--- src/rtl/serial_io_controller_if.sv ---
// Bus bundle for the serial I/O controller: CPU load/store window plus the
// external byte-serial port.
// Handshakes: a byte moves on a rising edge only when its valid and its
// ready/enable are both high in that cycle (serial_valid_in & serial_rden_out
// on RX; serial_wren_out is a one-cycle strobe qualified by serial_ready_in on TX).
interface serial_io_controller_if;
  logic        io_sel;
  logic [1:0]  io_addr;
  logic        io_rd;
  logic        io_wr;
  logic [31:0] io_wdata;
  logic [31:0] io_rdata;
  logic        io_stall;
  logic [7:0]  serial_in;
  logic        serial_valid_in;
  logic        serial_rden_out;
  logic        serial_ready_in;
  logic [7:0]  serial_out;
  logic        serial_wren_out;

  modport slave (
    input  io_sel, io_addr, io_rd, io_wr, io_wdata,
    input  serial_in, serial_valid_in, serial_ready_in,
    output io_rdata, io_stall, serial_rden_out, serial_out, serial_wren_out
  );

  modport master (
    output io_sel, io_addr, io_rd, io_wr, io_wdata,
    output serial_in, serial_valid_in, serial_ready_in,
    input  io_rdata, io_stall, serial_rden_out, serial_out, serial_wren_out
  );
endinterface

--- src/rtl/serial_io_controller.sv ---
// Memory-mapped serial I/O controller: RX/TX byte FIFOs behind a 4-register
// window, with a 3-state transmit sequencer and CPU stall on blocking accesses.
module serial_io_controller #(
  parameter int RX_DEPTH = 8,
  parameter int TX_DEPTH = 8
) (
  input  logic                   clock,
  input  logic                   reset,
  serial_io_controller_if.slave  bus,
  output logic [1:0]             tx_state_dbg
);

  localparam int RX_AW = $clog2(RX_DEPTH);
  localparam int TX_AW = $clog2(TX_DEPTH);
  localparam logic [RX_AW:0] RX_FULL_CNT = (RX_AW + 1)'(RX_DEPTH);
  localparam logic [TX_AW:0] TX_FULL_CNT = (TX_AW + 1)'(TX_DEPTH);

  typedef enum logic [1:0] {
    TX_IDLE = 2'd0,
    TX_SEND = 2'd1,
    TX_GAP  = 2'd2
  } tx_state_t;

  tx_state_t tx_state, tx_state_next;

  logic [7:0]     rx_mem [RX_DEPTH];
  logic [RX_AW-1:0] rx_wr_ptr, rx_rd_ptr;
  logic [RX_AW:0]   rx_count;
  logic [7:0]     tx_mem [TX_DEPTH];
  logic [TX_AW-1:0] tx_wr_ptr, tx_rd_ptr;
  logic [TX_AW:0]   tx_count;

  logic [7:0]  serial_out_q;
  logic        serial_wren_q;
  logic [31:0] rdata;
  logic [31:0] status_word;

  logic rx_rd, tx_wr, ctrl_wr, flush_rx, flush_tx;
  logic rx_empty, rx_full, tx_empty, tx_full, tx_idle;
  logic rx_push, rx_pop, tx_push, tx_pop;
  logic [7:0] rx_head, tx_head;
  logic unused_wdata;

  assign rx_rd    = bus.io_sel && bus.io_rd && (bus.io_addr == 2'd0);
  assign tx_wr    = bus.io_sel && bus.io_wr && (bus.io_addr == 2'd1);
  assign ctrl_wr  = bus.io_sel && bus.io_wr && (bus.io_addr == 2'd3);
  assign flush_rx = ctrl_wr && bus.io_wdata[0];
  assign flush_tx = ctrl_wr && bus.io_wdata[1];
  assign unused_wdata = ^bus.io_wdata[31:8];

  assign rx_empty = (rx_count == '0);
  assign rx_full  = (rx_count == RX_FULL_CNT);
  assign tx_empty = (tx_count == '0);
  assign tx_full  = (tx_count == TX_FULL_CNT);
  assign tx_idle  = tx_empty && (tx_state == TX_IDLE);
  assign rx_head  = rx_mem[rx_rd_ptr];
  assign tx_head  = tx_mem[tx_rd_ptr];

  // A flush in progress closes the RX door so nothing lands in a FIFO being cleared.
  assign bus.serial_rden_out = !reset && !rx_full && !flush_rx;
  assign rx_push = bus.serial_valid_in && bus.serial_rden_out;
  assign rx_pop  = rx_rd && !rx_empty;
  assign tx_push = tx_wr && !tx_full;

  assign bus.io_stall = !reset && ((rx_rd && rx_empty) || (tx_wr && tx_full));

  assign status_word = {8'd0, 8'(tx_count), 8'(rx_count), 5'd0, tx_idle, tx_full, rx_empty};

  always_comb begin
    rdata = '0;
    if (!reset && bus.io_sel && bus.io_rd) begin
      case (bus.io_addr)
        2'd0:    rdata = {24'd0, rx_head};
        2'd2:    rdata = status_word;
        default: rdata = '0;
      endcase
    end
  end
  assign bus.io_rdata = rdata;

  always_ff @(posedge clock) begin
    if (rx_push) rx_mem[rx_wr_ptr] <= bus.serial_in;
    if (tx_push) tx_mem[tx_wr_ptr] <= bus.io_wdata[7:0];
  end

  always_ff @(posedge clock or posedge reset) begin
    if (reset) begin
      rx_wr_ptr <= '0;
      rx_rd_ptr <= '0;
      rx_count  <= '0;
    end else if (flush_rx) begin
      rx_wr_ptr <= '0;
      rx_rd_ptr <= '0;
      rx_count  <= '0;
    end else begin
      if (rx_push) rx_wr_ptr <= rx_wr_ptr + 1'b1;
      if (rx_pop)  rx_rd_ptr <= rx_rd_ptr + 1'b1;
      case ({rx_push, rx_pop})
        2'b10:   rx_count <= rx_count + 1'b1;
        2'b01:   rx_count <= rx_count - 1'b1;
        default: rx_count <= rx_count;
      endcase
    end
  end

  always_ff @(posedge clock or posedge reset) begin
    if (reset) begin
      tx_wr_ptr <= '0;
      tx_rd_ptr <= '0;
      tx_count  <= '0;
    end else if (flush_tx) begin
      tx_wr_ptr <= '0;
      tx_rd_ptr <= '0;
      tx_count  <= '0;
    end else begin
      if (tx_push) tx_wr_ptr <= tx_wr_ptr + 1'b1;
      if (tx_pop)  tx_rd_ptr <= tx_rd_ptr + 1'b1;
      case ({tx_push, tx_pop})
        2'b10:   tx_count <= tx_count + 1'b1;
        2'b01:   tx_count <= tx_count - 1'b1;
        default: tx_count <= tx_count;
      endcase
    end
  end

  // A flush blocks a new start, but a byte already strobed runs SEND -> GAP.
  always_comb begin
    tx_state_next = tx_state;
    tx_pop        = 1'b0;
    case (tx_state)
      TX_IDLE: begin
        if (!tx_empty && bus.serial_ready_in && !flush_tx) begin
          tx_pop        = 1'b1;
          tx_state_next = TX_SEND;
        end
      end
      TX_SEND: tx_state_next = TX_GAP;
      TX_GAP:  tx_state_next = TX_IDLE;
      default: tx_state_next = TX_IDLE;
    endcase
  end

  always_ff @(posedge clock or posedge reset) begin
    if (reset) tx_state <= TX_IDLE;
    else       tx_state <= tx_state_next;
  end

  always_ff @(posedge clock or posedge reset) begin
    if (reset) begin
      serial_out_q  <= 8'd0;
      serial_wren_q <= 1'b0;
    end else begin
      serial_wren_q <= tx_pop;
      if (tx_pop) serial_out_q <= tx_head;
    end
  end

  assign bus.serial_out      = serial_out_q;
  assign bus.serial_wren_out = serial_wren_q;
  assign tx_state_dbg        = tx_state;

endmodule
--- src/flat_wrapper.sv ---
// flat-port wrapper written by rule: the top's interface ports become plain ports
module serial_io_controller_flat 
#(
  parameter int RX_DEPTH = 8,
  parameter int TX_DEPTH = 8
)
  (clock, reset, tx_state_dbg, bus_io_sel, bus_io_addr, bus_io_rd, bus_io_wr, bus_io_wdata, bus_serial_in, bus_serial_valid_in, bus_serial_ready_in, bus_io_rdata, bus_io_stall, bus_serial_rden_out, bus_serial_out, bus_serial_wren_out);
  serial_io_controller_if bus_i ();
  input  logic clock;
  input  logic reset;
  output logic [1:0] tx_state_dbg;
  input wire logic [$bits(bus_i.io_sel)-1:0] bus_io_sel;
  input wire logic [$bits(bus_i.io_addr)-1:0] bus_io_addr;
  input wire logic [$bits(bus_i.io_rd)-1:0] bus_io_rd;
  input wire logic [$bits(bus_i.io_wr)-1:0] bus_io_wr;
  input wire logic [$bits(bus_i.io_wdata)-1:0] bus_io_wdata;
  input wire logic [$bits(bus_i.serial_in)-1:0] bus_serial_in;
  input wire logic [$bits(bus_i.serial_valid_in)-1:0] bus_serial_valid_in;
  input wire logic [$bits(bus_i.serial_ready_in)-1:0] bus_serial_ready_in;
  output wire logic [$bits(bus_i.io_rdata)-1:0] bus_io_rdata;
  output wire logic [$bits(bus_i.io_stall)-1:0] bus_io_stall;
  output wire logic [$bits(bus_i.serial_rden_out)-1:0] bus_serial_rden_out;
  output wire logic [$bits(bus_i.serial_out)-1:0] bus_serial_out;
  output wire logic [$bits(bus_i.serial_wren_out)-1:0] bus_serial_wren_out;
  assign bus_i.io_sel = bus_io_sel;
  assign bus_i.io_addr = bus_io_addr;
  assign bus_i.io_rd = bus_io_rd;
  assign bus_i.io_wr = bus_io_wr;
  assign bus_i.io_wdata = bus_io_wdata;
  assign bus_i.serial_in = bus_serial_in;
  assign bus_i.serial_valid_in = bus_serial_valid_in;
  assign bus_i.serial_ready_in = bus_serial_ready_in;
  assign bus_io_rdata = bus_i.io_rdata;
  assign bus_io_stall = bus_i.io_stall;
  assign bus_serial_rden_out = bus_i.serial_rden_out;
  assign bus_serial_out = bus_i.serial_out;
  assign bus_serial_wren_out = bus_i.serial_wren_out;
  serial_io_controller #(.RX_DEPTH(RX_DEPTH), .TX_DEPTH(TX_DEPTH)) u_core (.clock(clock), .reset(reset), .bus(bus_i), .tx_state_dbg(tx_state_dbg));
endmodule
--- config.mk ---
export PLATFORM = sky130hd
export DESIGN_NAME = serial_io_controller_flat
export DESIGN_NICKNAME = d
export VERILOG_FILES = /design/src/rtl/serial_io_controller_if.sv /design/src/rtl/serial_io_controller.sv /design/src/flat_wrapper.sv
export SDC_FILE = /design/constraint.sdc
export NUM_CORES = 1
export LEC_CHECK = 0
export BUFFER_PORTS_ARGS = -buffer_cell sky130_fd_sc_hd__buf_2
export CAP_MARGIN = 25
export CORE_ASPECT_RATIO = 0.6
export CORE_MARGIN = 5
export CORE_UTILIZATION = 55
export CTS_BUF_LIST = sky130_fd_sc_hd__clkbuf_2
export CTS_CLUSTER_DIAMETER = 200
export DETAILED_ROUTE_END_ITERATION = 8
export GPL_ROUTABILITY_DRIVEN = 0
export PLACE_DENSITY = 0.77
export SLEW_MARGIN = 20
export SYNTH_ARGS = -nofsm -noshare
export SYNTH_HDL_FRONTEND = slang
export SYNTH_SLANG_ARGS = --single-unit
--- constraint.sdc ---
create_clock -name clock -period 7.1 [get_ports clock]
set_clock_uncertainty 0.2 [all_clocks]
set_input_delay 0 -clock clock [delete_from_list [all_inputs] [get_ports clock]]
set_output_delay 0 -clock clock [all_outputs]
set_load 0.005 [all_outputs]
; ---- After elaboration in Yosys (flattened, before gate mapping)
; Memories as Yosys holds them, arrays and structs flattened. A register that Yosys moved wholly into a read port is not among the register bits.
; Cells that the tools add are included.
[op_classes]
n_eq_ne = 11
n_addsub = 8
n_mux = 22
n_reduce_logical = 38
[ops]
columns = op, n
row1 = 20-bit one-hot mux with 2 select lines, 1
row2 = 32-bit two-way mux, 1
row3 = 3-bit two-way mux, 8
row4 = 1-bit logical AND, 20
row5 = 4-bit one-hot mux with 2 select lines, 2
row6 = "3-bit by 1-bit adder with 3-bit output, second input constant", 4
row7 = "4-bit by 1-bit adder with 4-bit output, second input constant", 2
row8 = "2-bit by 1-bit equality test with 1-bit output, second input constant", 4
row9 = "2-bit equality test, second input constant", 4
row10 = "4-bit equality test, second input constant", 2
row11 = 4-bit zero test, 2
row12 = 4-bit two-way mux, 2
row13 = 2-bit nonzero test, 4
row14 = "4-bit by 1-bit subtractor with 4-bit output, second input constant", 2
row15 = 1-bit zero test, 7
row16 = 1-bit two-way mux, 6
row17 = 3-bit nonzero test, 2
row18 = 2-bit zero test, 2
row19 = 2-bit one-hot mux with 2 select lines, 1
row20 = 2-bit two-way mux, 1
row21 = "2-bit inequality test, second input constant", 1
row22 = 1-bit logical OR, 1
[word_totals]
mem_bits_rw = 128
register_bits = 23
inputBits = 49
n_memories = 2
wordCells = 89
[mem_list]
columns = name, depth, word_bits, rd, rd_clocked_by_memory_dff, write_ports, line
row1 = u_core.rx_mem, 8, 8, 1, 0, 1, serial_io_controller.sv:26  ; logic [7:0] rx_mem [RX_DEPTH];
row2 = u_core.tx_mem, 8, 8, 1, 1, 1, serial_io_controller.sv:29  ; logic [7:0] tx_mem [TX_DEPTH];

; ---- Logic depth before layout (Yosys ltp)
[depth]
word_depth = 10
mapped_depth = 13
ltp_nobuf = 10

; ---- Worst setup path after synthesis
; OpenSTA, ideal clock, no wires.
[synth_timing]
path_kind = reg-to-reg
start = register u_core.rx_count[1]
end = register u_core.rx_count[2]
arrival_ns = 2.620
period_less_slack_ns = 2.897
path_stages_with_launch = 14
path_slack_ns = 4.203
n_path_buf = 3
t_required_ns = 6.822
cell_sequence = dfrtp_1 > buf_6 > or4b_4 > and2_1 > buf_6 > nand2_1 > ha_1 > clkbuf_1 > xor2_1 > ha_1 > a21oi_1 > xor2_1 > or3_1 > a21oi_1
[synth_via]
elab_chain_len = 8
[synth_rtl]
columns = element, line
row1 = start: declaration, serial_io_controller.sv:28  ; logic [RX_AW:0] rx_count;
row2 = start signal: assignment, serial_io_controller.sv:99  ; 2'b10: rx_count <= rx_count + 1'b1;
row3 = start signal: assignment, serial_io_controller.sv:100  ; 2'b01: rx_count <= rx_count - 1'b1;
row4 = start signal: assignment, serial_io_controller.sv:101  ; default: rx_count <= rx_count;
row5 = 4-bit equality test, serial_io_controller.sv:52  ; assign rx_full = (rx_count == RX_FULL_CNT);
row6 = 1-bit zero test, serial_io_controller.sv:60  ; assign bus.serial_rden_out = !reset && !rx_full && !flush_rx;
row7 = 1-bit logical AND (2 in series), serial_io_controller.sv:60
row8 = 1-bit logical AND, serial_io_controller.sv:61  ; assign rx_push = bus.serial_valid_in && bus.serial_rden_out;
row9 = 2-bit by 1-bit equality test with 1-bit output / 2-bit equality test (equally long branches), serial_io_controller.sv:98  ; case ({rx_push, rx_pop})
row10 = 4-bit one-hot mux with 2 select lines, serial_io_controller.sv:98
row11 = 4-bit two-way mux, serial_io_controller.sv:91  ; end else if (flush_rx) begin
; Several ways; a longest one is shown, not always the timed one.
; A chain may end at the register's enable or synchronous reset.

; ---- Final worst setup path
[layout_timing]
start = register u_core.tx_count[1]
end = register u_core.tx_count[3]
[layout_via]
elab_chain_len = 9
[layout_rtl]
columns = element, line
row1 = start: declaration, serial_io_controller.sv:31  ; logic [TX_AW:0] tx_count;
row2 = start signal: assignment, serial_io_controller.sv:119  ; 2'b10: tx_count <= tx_count + 1'b1;
row3 = start signal: assignment, serial_io_controller.sv:120  ; 2'b01: tx_count <= tx_count - 1'b1;
row4 = start signal: assignment, serial_io_controller.sv:121  ; default: tx_count <= tx_count;
row5 = 4-bit zero test, serial_io_controller.sv:53  ; assign tx_empty = (tx_count == '0);
row6 = 1-bit zero test, serial_io_controller.sv:132  ; if (!tx_empty && bus.serial_ready_in && !flush_tx) begin
row7 = 1-bit logical AND (2 in series), serial_io_controller.sv:132
row8 = 1-bit two-way mux, serial_io_controller.sv:132
row9 = 1-bit two-way mux, serial_io_controller.sv:130  ; case (tx_state)
row10 = 2-bit by 1-bit equality test with 1-bit output / 2-bit equality test (equally long branches), serial_io_controller.sv:118  ; case ({tx_push, tx_pop})
row11 = 4-bit one-hot mux with 2 select lines, serial_io_controller.sv:118
row12 = 4-bit two-way mux, serial_io_controller.sv:111  ; end else if (flush_tx) begin
; Several ways; a longest one is shown, not always the timed one.

==> results by group <==
Outcome
  – Status: finished clean

Final layout
  – Synth-to-Final Area Change: 15.7%
  – Layout Nets: 580
  – Design area: 7930 um^2
  – Final core occ: 65.3%
  – Commonest non-fill, non-tap cells in the layout: edfxtp_1 (128), buf_2 (53), dlygate4sd3_1 (48)
  – N_diodes: 0
  – Fill cell count: 826
  – Layout cell share with drive strength beyond 1: roughly a quarter
  – Storage element area: 4620 um^2
  – Most common cell after layout, fill and taps aside: edfxtp_1
  – Layout Cells excl Fill: 698
  – Area occupied by multi-input gates: ~2100 um^2

GRT
  – Vias in the first global route: 3856
  – GRT Residual Overflow: 0
  – Gr usage total: 18.9%
  – Largest net degree at the start of global routing: 33
  – First-pass GRT wire length: 20900 um
  – Initial antenna violation count: 0

Critical path
  – Critical path class: flop to flop
  – CP Cell Sequence: or4b_4, nor3b_4, dlygate4sd3_1, inv_1, ha_1, ha_1, a31o_2, a211oi_1, mux2i_1
  – CP arrival: 4.06 ns
  – Worst r2r dst: u_core.tx_count[3]
  – First element of the critical path: u_core.tx_count[1]
  – WP data required: ~7.6 ns
  – Crit path capture: u_core.tx_count[3]
  – CP endpoint kind: flop
  – Critical Path Source Type: flop
  – R2R Setup Slk: 3.50 ns
  – Slowest cell delay on critical path: 0.65 ns
  – Worst path bufs/invs: 2
  – Top delay family on crit path: simple AND/OR/NAND/NOR gates
  – Critical path's most frequent cell: ha_1
  – R2R depth: 9
  – Total stage count of the critical path: 9
  – Reg2reg start: u_core.tx_count[1]
  – Worst-path maximum fanout: 8
  – Crit-path slowest cell: dlygate4sd3_1

Power
  – Total power: 2.44 mW
  – Maximum VDD drop: 126 uV
  – Seq pwr share: 53.6%
  – Power Density: slightly above 300 nW/um^2
  – Comb pwr share: 28.1%
  – Switching power total: approximately 0.82 mW
  – Sw Ratio: 33.5%
  – Cell-internal power: 1.63 mW
  – Leakage Power: 2.91 nW
  – Clock network power share: 18.3%

Synth
  – Share of the synthesized area in the top cell type: approximately 56%
  – Post-synth ARST share: 19.5%
  – Number of synthesized flops with an enable pin: 128
  – Cells after Synth: 413
  – Mapped Area: 6860 um^2
  – Sequential cell area fraction in the yosys report: 67.4%
  – Synth Warn #: 0
  – Mapped Avg Cell Area: 16.6 um^2
  – #FFs+latches synth: 159
  – Ranking of synthesized cells by area: edfxtp_1 (56%), dfrtp_1 (11%), mux4_2 (10%), mux2i_1 (3.9%), buf_4 (2.3%)
  – Main synth FF type: edfxtp_1
  – Synth cell types: 51
  – Synth area leader: edfxtp_1

Route
  – Routed wire length: 13200 um
  – Via count: 3880
  – Drt pass-1 iters: 5
  – Detail Route Antenna Nets: 0
  – Number of DRC markers in iteration 0: 361
  – Vias per cell: 5.56
  – Avg WL per Cell: 18.9 um
  – Post-route DRC: 0

Clock network
  – TritonCTS Buffers: 17
  – Clock-pin slew on the worst setup and hold paths: 0.25 ns
  – # resized after CTS: 0
  – Setup Fix Bufs, Post-CTS: 0
  – H-tree Lvls: 4
  – CTS tree: built
  – Clock root cell: clkbuf_2
  – Clk_lat worst skew: 0.70 ns
  – CTS max path bufs: 2
  – Clock sinks: between 150 and 200
  – Cts-stage hold buffer count: 48

Timing
  – Minimum clock period: roughly 3.6 ns
  – Period utilisation layout: 50.7%
  – Slew Limit Fails: 0
  – WHS: ~0.067 ns
  – Setup TNS: 0 ns
  – Least-Margin Pin Slew: between 0.9 and 1 ns
  – Post-route setup slack: around 3.5 ns
  – Max_slew headroom: 34.4%
  – Final setup viols: 0
  – RSZ-0062 raised after global routing: false
  – Final Hold Viols: 0
  – Achievable Freq: 278 MHz

Floorplanning
  – Die ar.: 14900 um^2
  – # rows: 31
  – Chip height: 96.5 um
  – Starting density of the core: a little under three fifths
  – Core Footprint: 12100 um^2
  – Ports: 94
  – Chip width: around 150 um

Placed design
  – Buffers on Ports: 53
  – Place WS: 4.11 ns
  – DP Cell Count: between 600 and 700
  – DP Wirelength: between 8000 and 9000 um
  – Placed cell areas: approximately 7200 um^2

Run
  – Max-cap viol count: 0

Hold path
  – Hold path start: bus_io_wdata[1]
  – Hold crit path type: primary input to flop
-- registers in the layout, summed over array words and instances, names as in the netlist --
register / flops
u_core.bus.serial_out: 8
u_core.bus.serial_wren_out: 1
u_core.rx_count: 4
u_core.rx_mem: 64
u_core.rx_rd_ptr: 3
u_core.rx_wr_ptr: 3
u_core.tx_count: 4
u_core.tx_mem: 64
u_core.tx_rd_ptr: 3
u_core.tx_state_dbg: 2
u_core.tx_wr_ptr: 3
-- worst min-delay path, cell delays in order --
cell           delay (ns)
dlygate4sd3_1        0.54
buf_2                0.16
nand2_1              0.12
nand2_1              0.09
mux2i_1              0.06
-- worst min path at each step --
stage | end | slack (ns) | cells past startpoint
2_1_floorplan | u_core.tx_state_dbg[0] | -0.11 | 1
3_3_place_gp | u_core.rx_rd_ptr[0] | -0.03 | 3
3_5_place_dp | u_core.rx_rd_ptr[0] | -0.03 | 3
4_1_cts | u_core.tx_count[3] | 0.01 | 5
5_1_grt | u_core.tx_rd_ptr[1] | 0.05 | 5
6_report | u_core.tx_count[3] | 0.07 | 5
-- cell families (layout without fill, tap and decap cells) --
kind of cell    after synthesis  in the layout  synth area share [%]
other cells                   1             16                0.0547
fa+ha+maj                    11             11                  2.01
compound gates               28             28                  2.70
flops                       159            159                  67.4
buf+inv                      38            143                  3.63
simple gates                105            105                  8.38
mux                          60             60                  14.5
xor+xnor                     11             11                  1.41
-- power by group through the flow --
stage               logic (mW)  clock network, mW  registers, mW
floorplan                0.596                  0           1.21
global placement         0.585                  0           1.34
detailed placement       0.663                  0           1.33
CTS                      0.694              0.458           1.31
global route             0.761              0.497           1.34
finish                   0.688              0.448           1.31
-- cells in the mapped netlist, drive strengths merged (2+ instances only) --
master  number
a211oi       5
and2        11
edfxtp     128
inv          3
nand2       18
nor3         5
or4b         2
clkbuf       6
dfrtp       31
nor2        40
xor2         7
o22ai        2
nand3        4
buf         29
nor2b        2
mux4        31
mux2         2
or4          2
nand2b       8
xnor2        4
ha          11
mux2i       27
or3          2
nand3b       3
a21oi       12
o21ai        4
nor3b        3
-- metal layers --
layer | track usage (%) | vias to the layer above | share of wire (%)
li1 | - | 1777 | -
met1 | 28.0 | 1944 | 46
met2 | 28.8 | 151 | 46
met3 | 4.32 | 8 | 7.3
met4 | 4.63 | 0 | 0.80
met5 | 0 | - | 0
-- layout make-up --
type	count	share of cell area [%]
Clock inverter	14	1.55
Tap cell	165	2.60
Clock buffer	18	1.14
Sequential cell	159	58.3
Multi-Input combinational cell	231	25.9
Timing Repair Buffer	108	10.4
Inverter	3	0.142
No activity file was read; power rests on OpenSTA's default activity.
